==> src/rtl/core_clint_pkg.sv <==
// core_clint_pkg
// Shared constants for the core-local interruptor: window base, register
// offsets within the 256-byte window, and the offset-to-register decode.
package core_clint_pkg;

    localparam logic [31:0] CLINT_BASE        = 32'h0200_0000;

    localparam logic [7:0]  CLINT_MSIP        = 8'h00;
    localparam logic [7:0]  CLINT_MTIMECMP_LO = 8'h04;
    localparam logic [7:0]  CLINT_MTIMECMP_HI = 8'h08;
    localparam logic [7:0]  CLINT_MTIME_LO    = 8'h0C;
    localparam logic [7:0]  CLINT_MTIME_HI    = 8'h10;
    localparam logic [7:0]  CLINT_PRESC       = 8'h14;
    localparam logic [7:0]  CLINT_CTRL        = 8'h18;

    typedef enum logic [2:0] {
        REG_MSIP,
        REG_CMP_LO,
        REG_CMP_HI,
        REG_MTIME_LO,
        REG_MTIME_HI,
        REG_PRESC,
        REG_CTRL,
        REG_NONE
    } clint_reg_e;

    // Byte lanes addr[1:0] are ignored: every access is a whole word.
    function automatic clint_reg_e decode_reg(input logic [7:0] offset);
        clint_reg_e r;
        case ({offset[7:2], 2'b00})
            CLINT_MSIP:        r = REG_MSIP;
            CLINT_MTIMECMP_LO: r = REG_CMP_LO;
            CLINT_MTIMECMP_HI: r = REG_CMP_HI;
            CLINT_MTIME_LO:    r = REG_MTIME_LO;
            CLINT_MTIME_HI:    r = REG_MTIME_HI;
            CLINT_PRESC:       r = REG_PRESC;
            CLINT_CTRL:        r = REG_CTRL;
            default:           r = REG_NONE;
        endcase
        return r;
    endfunction

endpackage

==> src/rtl/core_clint_irq_sync.sv <==
// irq_sync
// Generic two-flop synchroniser for an asynchronous interrupt pin.
// No filtering: every level the pin holds across a sampling edge passes through.
// Ports:
//   clk_i    - destination clock
//   rst_i    - asynchronous active-low reset, clears both flops
//   async_i  - asynchronous input
//   sync_o   - synchronised output, 2 edges after the input
module irq_sync (
    input  logic clk_i,
    input  logic rst_i,
    input  logic async_i,
    output logic sync_o
);

    logic meta_q;
    logic sync_q;

    always_ff @(posedge clk_i or negedge rst_i) begin
        if (!rst_i) begin
            meta_q <= 1'b0;
            sync_q <= 1'b0;
        end else begin
            meta_q <= async_i;
            sync_q <= meta_q;
        end
    end

    assign sync_o = sync_q;

endmodule

==> src/rtl/core_clint.sv <==
// core_clint
// Core-local interruptor on the data-memory bus: 64-bit mtime with
// prescaler, 64-bit mtimecmp, msip, and a synchronised external pin.
// Ports:
//   clk_i, rst_i          - core clock, asynchronous active-low reset
//   ce_i, we_i            - bus strobe and write enable
//   addr_i, wdata_i       - byte address and whole-word write data
//   sel_o                 - combinational window hit, muxes rdata_o over RAM
//   rdata_o               - combinational read data (0 when unselected/unmapped)
//   irq_ext_pin_i         - asynchronous external interrupt pin
//   irq_timer_o           - registered mtime >= mtimecmp
//   irq_software_o        - msip bit
//   irq_external_o        - synchronised external pin
module core_clint
    import core_clint_pkg::*;
#(
    parameter logic [31:0] BASE_ADDR  = CLINT_BASE,
    parameter int          ADDR_WIDTH = 32,
    parameter int          DATA_WIDTH = 32
) (
    input  logic                  clk_i,
    input  logic                  rst_i,
    input  logic                  ce_i,
    input  logic                  we_i,
    input  logic [ADDR_WIDTH-1:0] addr_i,
    input  logic [DATA_WIDTH-1:0] wdata_i,
    output logic                  sel_o,
    output logic [DATA_WIDTH-1:0] rdata_o,
    input  logic                  irq_ext_pin_i,
    output logic                  irq_timer_o,
    output logic                  irq_software_o,
    output logic                  irq_external_o
);

    clint_reg_e  reg_sel;
    logic        wr;
    logic        wr_msip, wr_cmp_lo, wr_cmp_hi, wr_mtime_lo, wr_mtime_hi;
    logic        wr_presc, wr_ctrl;
    logic        tick;
    logic        unused_addr;

    logic        msip_q;
    logic [63:0] mtimecmp_q;
    logic [63:0] mtime_q;
    logic [15:0] presc_q;
    logic        ctrl_en_q;
    logic [15:0] div_cnt_q;
    logic        irq_timer_q;

    assign sel_o       = ce_i && (addr_i[31:8] == BASE_ADDR[31:8]);
    assign reg_sel     = decode_reg(addr_i[7:0]);
    assign unused_addr = ^addr_i[1:0];

    assign wr          = sel_o && we_i;
    assign wr_msip     = wr && (reg_sel == REG_MSIP);
    assign wr_cmp_lo   = wr && (reg_sel == REG_CMP_LO);
    assign wr_cmp_hi   = wr && (reg_sel == REG_CMP_HI);
    assign wr_mtime_lo = wr && (reg_sel == REG_MTIME_LO);
    assign wr_mtime_hi = wr && (reg_sel == REG_MTIME_HI);
    assign wr_presc    = wr && (reg_sel == REG_PRESC);
    assign wr_ctrl     = wr && (reg_sel == REG_CTRL);

    assign tick = ctrl_en_q && (div_cnt_q == presc_q);

    always_ff @(posedge clk_i or negedge rst_i) begin
        if (!rst_i) begin
            msip_q      <= 1'b0;
            mtimecmp_q  <= 64'hFFFF_FFFF_FFFF_FFFF;
            mtime_q     <= 64'd0;
            presc_q     <= 16'd0;
            ctrl_en_q   <= 1'b1;
            div_cnt_q   <= 16'd0;
            irq_timer_q <= 1'b0;
        end else begin
            if (wr_msip)   msip_q           <= wdata_i[0];
            if (wr_cmp_lo) mtimecmp_q[31:0]  <= wdata_i[31:0];
            if (wr_cmp_hi) mtimecmp_q[63:32] <= wdata_i[31:0];
            if (wr_presc)  presc_q          <= wdata_i[15:0];
            if (wr_ctrl)   ctrl_en_q        <= wdata_i[0];

            // Reprogramming the divider restarts the period from zero.
            if (wr_presc || wr_ctrl) begin
                div_cnt_q <= 16'd0;
            end else if (ctrl_en_q) begin
                div_cnt_q <= tick ? 16'd0 : div_cnt_q + 16'd1;
            end

            // A bus write to either half wins over the tick, with no carry.
            if (wr_mtime_lo) begin
                mtime_q[31:0] <= wdata_i[31:0];
            end else if (wr_mtime_hi) begin
                mtime_q[63:32] <= wdata_i[31:0];
            end else if (tick) begin
                mtime_q <= mtime_q + 64'd1;
            end

            irq_timer_q <= (mtime_q >= mtimecmp_q);
        end
    end

    always_comb begin
        rdata_o = '0;
        if (sel_o) begin
            case (reg_sel)
                REG_MSIP:     rdata_o[0]    = msip_q;
                REG_CMP_LO:   rdata_o[31:0] = mtimecmp_q[31:0];
                REG_CMP_HI:   rdata_o[31:0] = mtimecmp_q[63:32];
                REG_MTIME_LO: rdata_o[31:0] = mtime_q[31:0];
                REG_MTIME_HI: rdata_o[31:0] = mtime_q[63:32];
                REG_PRESC:    rdata_o[15:0] = presc_q;
                REG_CTRL:     rdata_o[0]    = ctrl_en_q;
                default:      rdata_o       = '0;
            endcase
        end
    end

    assign irq_timer_o    = irq_timer_q;
    assign irq_software_o = msip_q;

    irq_sync u_ext_sync (
        .clk_i   (clk_i),
        .rst_i   (rst_i),
        .async_i (irq_ext_pin_i),
        .sync_o  (irq_external_o)
    );

endmodule
==> config.mk <==
export PLATFORM = sky130hd
export DESIGN_NAME = core_clint
export DESIGN_NICKNAME = d
export VERILOG_FILES = /design/src/rtl/core_clint_pkg.sv /design/src/rtl/core_clint_irq_sync.sv /design/src/rtl/core_clint.sv
export SDC_FILE = /design/constraint.sdc
export NUM_CORES = 1
export LEC_CHECK = 0
export ABC_AREA = 1
export BUFFER_PORTS_ARGS = -buffer_cell sky130_fd_sc_hd__buf_2
export CORE_ASPECT_RATIO = 1.1
export CORE_MARGIN = 3
export CORE_UTILIZATION = 40
export DETAILED_ROUTE_END_ITERATION = 7
export PLACE_DENSITY = 0.61
export SYNTH_ARGS = -nofsm -noshare
export SYNTH_HDL_FRONTEND = slang
export SYNTH_SLANG_ARGS = --single-unit
export TNS_END_PERCENT = 10
==> constraint.sdc <==
create_clock -name clk_i -period 1.8 [get_ports clk_i]
set_input_delay 0.09 -clock clk_i [delete_from_list [all_inputs] [get_ports clk_i]]
set_output_delay 0.09 -clock clk_i [all_outputs]
set_load 0.1 [all_outputs]
# Yosys cells after proc, flatten, opt, wreduce, memory -nomap -nowiden
# Index checks and enable logic that the tools add are counted.
# word_totals
ff_bits	165
inputBits	69
out_inout_bits	36
# classes
add_sub_neg	2
magnitude_cmp	1
eq_ne	15
mux	12
n_bitwise	1
reduce_logical	18
# op_table
op	count
two-way mux 32 bit	4
one-hot mux 15 bit (5 select lines)	1
adder 64 x 1 -> 64 bit, second input constant	1
greater-or-equal comparator 64 bit	1
two-way mux 64 bit	1
one-hot mux 16 bit (4 select lines)	1
two-way mux 16 bit	3
equality test 24 x 18 -> 1 bit, second input constant	1
one-hot mux 3 bit (7 select lines)	1
equality test 6 x 3 -> 1 bit, second input constant	3
adder 16 x 1 -> 16 bit, second input constant	1
equality test 16 bit	1
equality test 6 x 2 -> 1 bit, second input constant	2
logical AND 1 bit	10
equality test 3 bit, second input constant	3
one-hot mux 1 bit (7 select lines)	1
equality test 3 x 2 -> 1 bit, second input constant	2
equality test 6 x 1 -> 1 bit, second input constant	1
logical NOT 6 bit	1
nonzero test 2 bit	3
AND reduction 2 bit	2
equality test 3 x 1 -> 1 bit, second input constant	1
logical NOT 3 bit	1
inequality test 2 bit, second input constant	1
other kinds (2)	2

# Logic depth before layout (Yosys ltp)
# Gate-level depths: netlist of the first run.
# depth
depth_word	6
ltp_mapped	14
depth_no_buf	14

# By module
# Synthesis of the first run repeated with hierarchy kept, for this count alone.
# unflattened
cells_unflattened	2067
area_unflattened_um2	13163.9
# by_module_without_submodules
mod	instances	cells_per_inst	area_per_inst_um2	seq_area_each_um2
core_clint	1	2065	13113.8	4160.2
irq_sync	1	2	50.0	50.0

# Least setup slack after synthesis of the first run
# No wires, ideal clock.
# synth_path
path_kind	input to output
startpoint	input port addr_i[9]
endpoint	output port rdata_o[11]
arrival_time_ps	2785
required_ps	1710
slack_ps	-1075
path_stages	8
cell_sequence	nor2_1 and3_1 nand2_1 nor2_1 buf_4 o21ai_1 buf_2 a21oi_1
# synth_between
elab_chain_len	3
# synth_lines
element	line_no	source
start, declared	core_clint.sv:25	input logic [ADDR_WIDTH-1:0] addr_i,
equality test 24 x 18 -> 1 bit	core_clint.sv:50	assign sel_o = ce_i && (addr_i[31:8] == BASE_ADDR[31:8]);
logical AND 1 bit	core_clint.sv:50	
net sel_o	core_clint.sv:27	output logic sel_o,
two-way mux 32 bit	core_clint.sv:103	if (sel_o) begin
end, declared	core_clint.sv:28	output logic [DATA_WIDTH-1:0] rdata_o,
# The timed path passes the listed nets, and every way through them passes these cells.

# Final worst setup path of the first run
# layout_path
startpoint	register mtime_q[9]
endpoint	register mtime_q[28]
# layout_between
elab_chain_len	4
# layout_lines
element	line_no	source
start, declared	core_clint.sv:44	logic [63:0] mtime_q;
start signal, assigned	core_clint.sv:90	mtime_q[31:0] <= wdata_i[31:0];
start signal, assigned	core_clint.sv:94	mtime_q <= mtime_q + 64'd1;
adder 64 x 1 -> 64 bit	core_clint.sv:94	
two-way mux 64 bit	core_clint.sv:93	end else if (tick) begin
two-way mux 32 bit	core_clint.sv:91	end else if (wr_mtime_hi) begin
two-way mux 32 bit	core_clint.sv:89	if (wr_mtime_lo) begin
# No other way between the ends. The select of a mux whose other input is x is not followed.
# A chain may end at the register's enable or synchronous reset.

==> flow_summary.toml, run 1 <==
[grt]
antenna_found_initial = 0
grt_pass1_wl_um = 88400
grt_start_max_net_pins = 45
grt_pass1_vias = 15329
met1_usage_pct = 38.0
overflow = 0
grt_util_met2_pct = 57.7
busiest_layer = "met2"
track_usage_pct = 32.5
met3_usage_pct = 3.51

[route]
wl_per_cell_um = 20.5
ant_nets = 0
via_count = 15697
drt-total-wl_um = 59900
drt-pass1-iter-count = 7
drc = 0
drt_iter0_markers = 1206
vias_per_cell = 5.38

[logic_synthesis]
async_flop_share_pct = 100
syn-cell-area_um2 = 13200
synthesis.nets = 2187
netlist_instances = 2052
yosysMostFrequentCell = "nand2_1"
synth-seq-cells = 165
synth_common_cells = "734 x nand2_1, 230 x nor2_1, 218 x inv_1"
syn_avg_cell_area_um2 = 6.45
yosysTopAreaCell = "nand2_1"
yosysSeqAreaShare_pct = 31.8
synth_edf_count = 0
yosysWarnings = 0
yosys.area.top_type_share_pct = 20.8
synth.area.top_cells = "nand2_1 21%, dfrtp_1 19%, dfstp_2 13%"
ys_types = 49
synthFlopType = "dfrtp_1"

[outcome]
status = "finished with violations"
violations = "negative setup slack"

[sta]
rsz0062_at_grt = "yes"
clock_skew_ns = 0.0153
finalSetupViolations = 84
max_freq_mhz = 525
setup_ws_ns = -0.106
max_slew_margin_pct = 67.7
fin_crit_sh_pct = 106
final_max_slew_viol_count = 0
tightestPinTransition_ns = 0.484
period_needed_ns = 1.91
hold_violations = 0

[clocking]
path_clk_slew_ns = 0.07
root_buffer = "clkbuf_16"
clockBufferDepth = 2
clock_latency_ns = 0.47
cts-buffers-inserted = 17
cts_tree = "done"
clkSinkCount = 165
htree_num_levels = 4

[place]
portBuffers = 102
preCtsSetupSlack_ns = -0.319
gp_congestion = 1.03
dpl.hpwl_um = 46300

[power_and_ir_drop]
ir_drop_v = 0.000653
leakagePower_nw = 9.16
power.density_nw_per_um2 = 402
power_mw = 8.05

[critical_path]
path_cells = "nand2_1 -> nor2_2 -> nand2_1 -> nor2_2 -> nand2_2 -> buf_4 -> xor2_1 -> nand2_1 -> nand4_1 -> nand2_1"
critPathLaunchType = "flip-flop"
crit_family = "simple AND/OR/NAND/NOR gates"
cp.buffers_inverters = 1
arrival_ns = 2.27
crit_slowest_cell = "dfrtp_1"
cp-end-kind = "flip-flop"
path_max_fanout = 3
cp_common_cell = "nand2_1"
max_stage_delay_ns = 0.42
crit_type = "flip-flop to flip-flop"
crit_required_ns = 2.16

[floorplanning]
core_area_um2 = 32500
start_util_pct = 40.8
rows = 69
die_area_um2 = 35300
ioPinCount = 105
die_width_um = 179
die_h_um = 197

[finish]
antenna-diode-count = 0
final_layout_size_suffix_gt1_share_pct = 39.0
final_net_count = 2615
fillers = 3030
syn_to_final_growth_pct = 51.1

[hold_path]
hold_class = "input pin to flip-flop"

[job]
maxCapViolations = 0
==> layout by cell type (no fill, tap or decap), types with 25 or more instances in the layout <==
cell,count
nand2_1,659
buf_4,293
inv_1,179
nor2_1,153
nand3_1,87
o21ai_0,84
nand2_2,78
buf_2,68
dfstp_2,65
dfrtp_1,65
nand4_1,60
buf_12,60
nor2_2,54
o21ai_1,52
inv_2,51
ha_1,45
a21oi_1,37
nor2_4,36
dfrtp_2,35
a21oi_2,28
dlygate4sd3_1,25
buf_6,25
==> sequential cells by signal, summed over array words and instances (netlist names) <==
register	flops
u_ext_sync.meta_q	1
irq_software_o	1
mtimecmp_q	64
u_ext_sync.sync_o	1
ctrl_en_q	1
div_cnt_q	16
irq_timer_o	1
mtime_q	64
presc_q	16
==> area by class of cell <==
class                   count  area [µm²]  share of cell area (%)
clock inverters            15         161                   0.807
flip-flops and latches    165        4250                    21.3
well taps                 426         533                    2.67
clock buffers              17         425                    2.13
inverters                 237         916                    4.58
repair buffers            475        4370                    21.9
multi-input cells        1584        9340                    46.7
==> metal layers <==
metal	part of all wire (%)	up-vias	wire (µm)
li1	-	7473	-
met1	39	7458	23300
met2	49	588	29400
met3	4.8	178	2880
met4	7.2	0	4310
met5	0	-	0
==> tightest hold or removal path, cell delays in order <==
cell and delay [ns]:
buf_2 0.11, nand4_1 0.08, nand2_1 0.06, nand2_1 0.06, nand2_1 0.04
==> cells by family after synthesis <==
group | count (synthesis) | share of synthesized area, %
XOR/XNOR | 30 | 1.99
AND/OR/NAND/NOR | 1189 | 38.0
flip-flops | 165 | 31.8
buffers and inverters | 303 | 9.37
adder cells (fa/ha/maj) | 66 | 6.24
AO/OA/AOI/OAI | 299 | 12.6
==> where the power goes <==
part           switching [mW]  leakage [nW]  total (mW)  internal [mW]
Clock                    1.93         0.284        3.91           1.97
Combinational           0.289          7.02       0.425          0.137
Sequential           0.000702          1.85        3.71           3.71
==> metrics by stage <==
| step | hold slack [ns] | instance area [µm²] | utilization (%) | TNS [ns] | instances |
|---|---|---|---|---|---|
| after floorplan | -0.206 | 13600 | - | -1.79 | 2052 |
| after global placement | 0.0609 | 17500 | 53.8 | -6.47 | 2840 |
| after detailed placement | 0.0593 | 17500 | 53.8 | -6.87 | 2840 |
| after CTS | 0.000143 | 18900 | 58.1 | -1.65 | 2898 |
| after global routing | 0.00815 | 20000 | 61.6 | -11.38 | 2919 |
| final | 0.00786 | 20000 | 61.6 | -3.68 | 2919 |
==> what timing repair did <==
item / in CTS / in global routing
buffers inserted: 6 / 19
gates cloned: 0 / 4
hold endpoints to repair: 162 / 0
hold buffers: 25 / 0
pin swaps: 47 / 85
gates resized for setup: 171 / 241
setup endpoints to repair: 80 / 99
==> worst paths after layout <==
kind,start,end,slack [ns],cells after the start
min,wdata_i[5],mtime_q[37]$_DFFE_PN0P_,0.008,5
max,mtime_q[9]$_DFFE_PN0P_,mtime_q[28]$_DFFE_PN0P_,-0.11,10
min reg2reg,u_ext_sync.meta_q$_DFF_PN0_,u_ext_sync.sync_o$_DFF_PN0_,0.37,0
min in group asynchronous,rst_i,mtime_q[52]$_DFFE_PN0P_,0.13,2
max in group asynchronous,rst_i,mtimecmp_q[7]$_DFFE_PN1P_,0.96,3
max reg2reg,mtime_q[9]$_DFFE_PN0P_,mtime_q[28]$_DFFE_PN0P_,-0.11,10
Power figures use the tool's default switching activity.
==> run 2: changes to the inputs <==
--- a/config.mk
+++ b/config.mk
@@ -12,6 +12,7 @@
 export CORE_UTILIZATION = 40
 export DETAILED_ROUTE_END_ITERATION = 7
 export PLACE_DENSITY = 0.61
+export SETUP_SLACK_MARGIN = 0.1
 export SYNTH_ARGS = -nofsm -noshare
 export SYNTH_HDL_FRONTEND = slang
 export SYNTH_SLANG_ARGS = --single-unit
==> flow_summary.toml, run 2 (synthesized netlist as in run 1, its figures left out) <==
[outcome]
status = "finished with violations"
violations = "negative setup slack"

[place]
placed_cell_area_um2 = 17300
gp_congestion = 1.01
dpl.hpwl_um = 46300
place_inst = 2818
portBuffers = 102

[route]
top_layer = "met4"
met1_length_um = 23200
wl_met3_um = 3400
wl_met2_um = 29300
drt_iter0_markers = 1293
vias_per_cell = 5.40
ant_nets = 0
drc = 0
via_count = 15746
wl_per_cell_um = 20.8
drt-pass1-iter-count = 6
drt-total-wl_um = 60600

[finish]
fillers = 3036
fin_cells = 2917
final_cell_mix = "653 x nand2_1, 286 x buf_4, 182 x inv_1"
syn_to_final_growth_pct = 51.5
antenna-diode-count = 0
final_net_count = 2613
top_regs = "mtime_q x64, mtimecmp_q x64"
multi_input_area_um2 = 9400
fin_area_um2 = 20100
regArea_um2 = 4260
final_layout_size_suffix_gt1_share_pct = 39.2
layout_commonest_cell = "nand2_1"

[power_and_ir_drop]
power_mw = 8.12
power.density_nw_per_um2 = 405
ir_drop_v = 0.000661
leakagePower_nw = 9.13

[critical_path]
timing.rr.start = "mtime_q[21]$_DFFE_PN0P_"
crit_type = "flip-flop to flip-flop"
max_stage_delay_ns = 0.43
arrival_ns = 2.27
r2r_end = "irq_timer_o$_DFF_PN0_"
cp-end-kind = "flip-flop"
path_max_fanout = 3
crit_required_ns = 2.15
worst_r2r_path_depth = 10
crit_family = "simple AND/OR/NAND/NOR gates"
cp.buffers_inverters = 1
ff2ff_setup_slack_ns = -0.13
crit_slowest_cell = "dfrtp_1"
cp_common_cell = "nand2_1"
critPathLaunchType = "flip-flop"
path_cells = "buf_6 -> ha_4 -> a21oi_2 -> nor2_1 -> nor3_2 -> nand2_1 -> a21oi_2 -> nand2_1 -> nand2_1 -> nand3_1"

[sta]
finalSetupViolations = 49
final_max_slew_viol_count = 0
setup_ws_ns = -0.126
max_slew_margin_pct = 58.5
rsz0062_at_grt = "yes"
clock_skew_ns = 0.0141
hold_violations = 0
tightestPinTransition_ns = 0.622
period_needed_ns = 1.93
tns_ns = -1.26
fin_crit_sh_pct = 107
max_freq_mhz = 519

[clocking]
clockBufferDepth = 2
cts-buffers-inserted = 17
clkSinkCount = 165
path_clk_slew_ns = 0.08
clock_latency_ns = 0.47
htree_num_levels = 4
root_buffer = "clkbuf_16"
cts_tree = "done"

[floorplanning]
die_h_um = 197
core_area_um2 = 32500
start_util_pct = 40.8
rows = 69
ioPinCount = 105
die_width_um = 179
die_area_um2 = 35300

[grt]
overflow = 0
grt_start_max_net_pins = 65
grt_pass1_wl_um = 89900
track_usage_pct = 33.1
antenna_found_initial = 0
grt_pass1_vias = 15407

[hold_path]
hold_class = "input pin to flip-flop"
holdPathEnd = "mtimecmp_q[28]$_DFFE_PN1P_"
min_from = "wdata_i[28]"
whs_path_depth = 3

[job]
maxCapViolations = 0
[run 2: cell types whose count changed in the layout (fill, tap and decap cells not counted), moves of 5 or more]
cell / previous run / this run
nand2_1: 659 / 653
buf_4: 293 / 286
buf_12: 60 / 55
a21oi_1: 37 / 43
a21oi_2: 28 / 13
nor2_4: 36 / 46
nand2_2: 78 / 84
buf_6: 25 / 34
nor2_1: 153 / 141
a21oi_4: 15 / 24
ha_4: 21 / 13
ha_1: 45 / 53
inv_2: 51 / 43
[run 2: per-stage QoR]
step	worst slack (ns)	hold slack [ns]	util, %
after floorplan	-0.00930	-0.206	-
after detailed placement	-0.405	0.114	53.4
after global routing	-0.169	0.0124	61.8
after global placement	-0.496	0.120	53.4
final	-0.126	0.00655	61.8
after CTS	-0.0482	0.00222	59.1
[run 2: timing repair]
item	4_1_cts	5_1_grt
hold buffers	25	0
endpoints found under the hold margin	77	0
pin swaps	69	82
resized for setup	225	195
cloned	0	4
setup buffers	24	14
endpoints found under the setup margin	100	113
[run 2: worst max path at each step]
stage	cells past startpoint	from	end	slack, ns
after global placement	8	mtimecmp_q[55]$_DFFE_PN1P_	irq_timer_o$_DFF_PN0_	-0.50
after floorplan	13	mtime_q[0]$_DFFE_PN0P_	mtime_q[44]$_DFFE_PN0P_	-0.009
after global routing	9	mtime_q[40]$_DFFE_PN0P_	irq_timer_o$_DFF_PN0_	-0.17
after CTS	10	mtime_q[22]$_DFFE_PN0P_	irq_timer_o$_DFF_PN0_	-0.05
final	10	mtime_q[21]$_DFFE_PN0P_	irq_timer_o$_DFF_PN0_	-0.13
after detailed placement	8	mtimecmp_q[55]$_DFFE_PN1P_	irq_timer_o$_DFF_PN0_	-0.41
[run 2: power breakdown]
group          switching [mW]  internal (mW)  leakage [nW]
combinational           0.304          0.145          7.00
sequential           0.000406           3.71          1.85
clock                    1.85           2.10         0.277
[run 2: worst min-delay path, stage by stage]
cell,delay (ns)
buf_2,0.13
inv_1,0.14
o21ai_0,0.11
[run 2: metal layers]
| layer | vias up | global-route usage, % |
|---|---|---|
| met3 | 210 | 4.26 |
| met1 | 7443 | 38.7 |
| met5 | - | 0 |
| met2 | 631 | 58.2 |
| li1 | 7462 | - |
| met4 | 0 | 19.8 |
[run 2: final cells by class]
class / count / area share, %
Multi-Input combinational cell: 1584 / 46.9
Timing Repair Buffer: 473 / 21.6
Sequential cell: 165 / 21.2
Inverter: 237 / 4.67
Tap cell: 426 / 2.66
Clock buffer: 19 / 2.21
Clock inverter: 13 / 0.736
==> run 3: changes to the inputs <==
--- a/config.mk
+++ b/config.mk
@@ -10,6 +10,7 @@
 export CORE_ASPECT_RATIO = 1.1
 export CORE_MARGIN = 3
 export CORE_UTILIZATION = 40
+export CTS_BUF_LIST = sky130_fd_sc_hd__clkbuf_4 sky130_fd_sc_hd__clkbuf_8 sky130_fd_sc_hd__clkbuf_16
 export DETAILED_ROUTE_END_ITERATION = 7
 export PLACE_DENSITY = 0.61
 export SETUP_SLACK_MARGIN = 0.1
==> flow_summary.toml, run 3 (synthesized netlist as in run 1, its figures left out) <==
[floorplanning]
rows = 69
die_width_um = 179
core_area_um2 = 32500
ioPinCount = 105
die_area_um2 = 35300
start_util_pct = 40.8
die_h_um = 197

[sta]
hold_violations = 0
rsz0062_at_grt = "yes"
setup_ws_ns = -0.137
whs_ns = 0.0113
max_freq_mhz = 516
finalSetupViolations = 38
tightestPinTransition_ns = 0.622
final_max_slew_viol_count = 0
max_slew_margin_pct = 58.5
period_needed_ns = 1.94
clock_skew_ns = 0.0132
fin_crit_sh_pct = 108

[route]
via_count = 15588
wl_per_cell_um = 20.6
drt-pass1-iter-count = 5
drc = 0
vias_per_cell = 5.35
drt-total-wl_um = 60000
drt_iter0_markers = 1298
ant_nets = 0

[power_and_ir_drop]
ir_drop_v = 0.000659
leakagePower_nw = 9.07
power.density_nw_per_um2 = 407

[critical_path]
timing.rr.start = "mtime_q[21]$_DFFE_PN0P_"
endpoint = "irq_timer_o$_DFF_PN0_"
critPathLaunchType = "flip-flop"
startpoint = "mtime_q[21]$_DFFE_PN0P_"
path_cells = "buf_6 -> ha_4 -> a21oi_2 -> nor2_1 -> nor3_2 -> nand2_1 -> a21oi_2 -> nand2_1 -> nand2_1 -> nand3_1"
max_stage_delay_ns = 0.43
ff2ff_setup_slack_ns = -0.14
r2r_end = "irq_timer_o$_DFF_PN0_"
arrival_ns = 2.28
crit_slowest_cell = "dfrtp_1"
crit_type = "flip-flop to flip-flop"
cp_common_cell = "nand2_1"
crit_required_ns = 2.15
path_max_fanout = 3
worst_r2r_path_depth = 10
cp-end-kind = "flip-flop"

[grt]
grt_pass1_vias = 15431
grt_start_max_net_pins = 65
grt_pass1_wl_um = 90000
antenna_found_initial = 0
overflow = 0
track_usage_pct = 33.1

[finish]
fin_area_um2 = 20000
top_regs = "mtime_q x64, mtimecmp_q x64"
final_net_count = 2610
layout_commonest_cell = "nand2_1"
antenna-diode-count = 0
final_layout_size_suffix_gt1_share_pct = 38.9
syn_to_final_growth_pct = 50.7
final_cell_mix = "652 x nand2_1, 286 x buf_4, 181 x inv_1"

[place]
placed_cell_area_um2 = 17300
preCtsSetupSlack_ns = -0.405
gp_congestion = 1.01
dpl.hpwl_um = 46300
portBuffers = 102

[clocking]
cts-buffers-inserted = 17
htree_num_levels = 4
root_buffer = "clkbuf_16"
clock_latency_ns = 0.47
cts_tree = "done"
path_clk_slew_ns = 0.08
clockBufferDepth = 2
clkSinkCount = 165

[hold_path]
whs_path_depth = 3
hold_class = "input pin to flip-flop"

[outcome]
status = "finished with violations"
violations = "negative setup slack"

[job]
maxCapViolations = 0
-- run 3: cell types whose count changed in the layout (fill, tap and decap cells not counted), moves of 2 or more --
cell / delta
dfrtp_2: -2
nand2_2: +3
o21ai_1: +6
nor3_2: +2
dfrtp_1: +2
nor2_4: -4
nor2_1: +5
clkbuf_16: -2
nand2_4: -2
nand3_2: -2
o21ai_0: -5
-- run 3: critical path: cells and delay by family, from the launching register on --
kind | cells | cell delay [ns]
adder cells (fa/ha/maj) | 1 | 0.24
AO/OA/AOI/OAI | 2 | 0.34
buffers and inverters | 1 | 0.16
flip-flops | 1 | 0.43
AND/OR/NAND/NOR | 6 | 0.64
-- run 3: where the power goes --
| part | switching [mW] | leakage (nW) | internal [mW] | total, mW |
|---|---|---|---|---|
| logic | 0.305 | 6.93 | 0.145 | 0.450 |
| clock network | 1.84 | 0.281 | 2.12 | 3.96 |
| registers | 0.000409 | 1.85 | 3.71 | 3.71 |
-- run 3: worst min path at each step --
stage	start	end	slack (ns)
floorplan	rst_i	div_cnt_q[0]$_DFFE_PN0P_	-0.21
global placement	rst_i	mtime_q[48]$_DFFE_PN0P_	0.12
detailed placement	rst_i	mtime_q[48]$_DFFE_PN0P_	0.11
CTS	wdata_i[17]	mtimecmp_q[49]$_DFFE_PN1P_	0.002
global route	wdata_i[22]	mtimecmp_q[54]$_DFFE_PN1P_	0.01
finish	wdata_i[17]	mtimecmp_q[49]$_DFFE_PN1P_	0.01
-- run 3: metal layers --
metal,GRT usage (%),up-vias,part of all wire [%]
met5,0,-,0
met2,58.7,558,49
met4,19.3,0,7.0
li1,-,7447,-
met3,4.36,183,4.9
met1,38.6,7400,39
-- run 3: cell type report --
cell class | count | area [µm²]
fillers | 3062 | 12500
multi-input cells | 1584 | 9360
repair buffers | 470 | 4280
flip-flops and latches | 165 | 4250
inverters | 237 | 937
well taps | 426 | 533
clock buffers | 19 | 447
clock inverters | 13 | 148
-- run 3: per-stage QoR --
stage               utilization [%]  power (mW)  setup TNS [ns]  std cells
floorplan                         -        3.89        -0.00930       2052
detailed placement             53.4        4.18           -5.51       2818
CTS                            59.3        8.13          -0.312       2899
global route                   61.5        8.34           -7.13       2914
finish                         61.5        8.13           -1.28       2914
global placement               53.4        4.17           -5.46       2818
-- run 3: repair_timing --
action / in CTS / in global routing
gates cloned: 0 / 2
pin swaps: 80 / 64
hold buffers: 25 / 0
buffers inserted: 24 / 13
resized for setup: 256 / 159
endpoints found under the setup margin: 100 / 113
hold endpoints to repair: 77 / 0
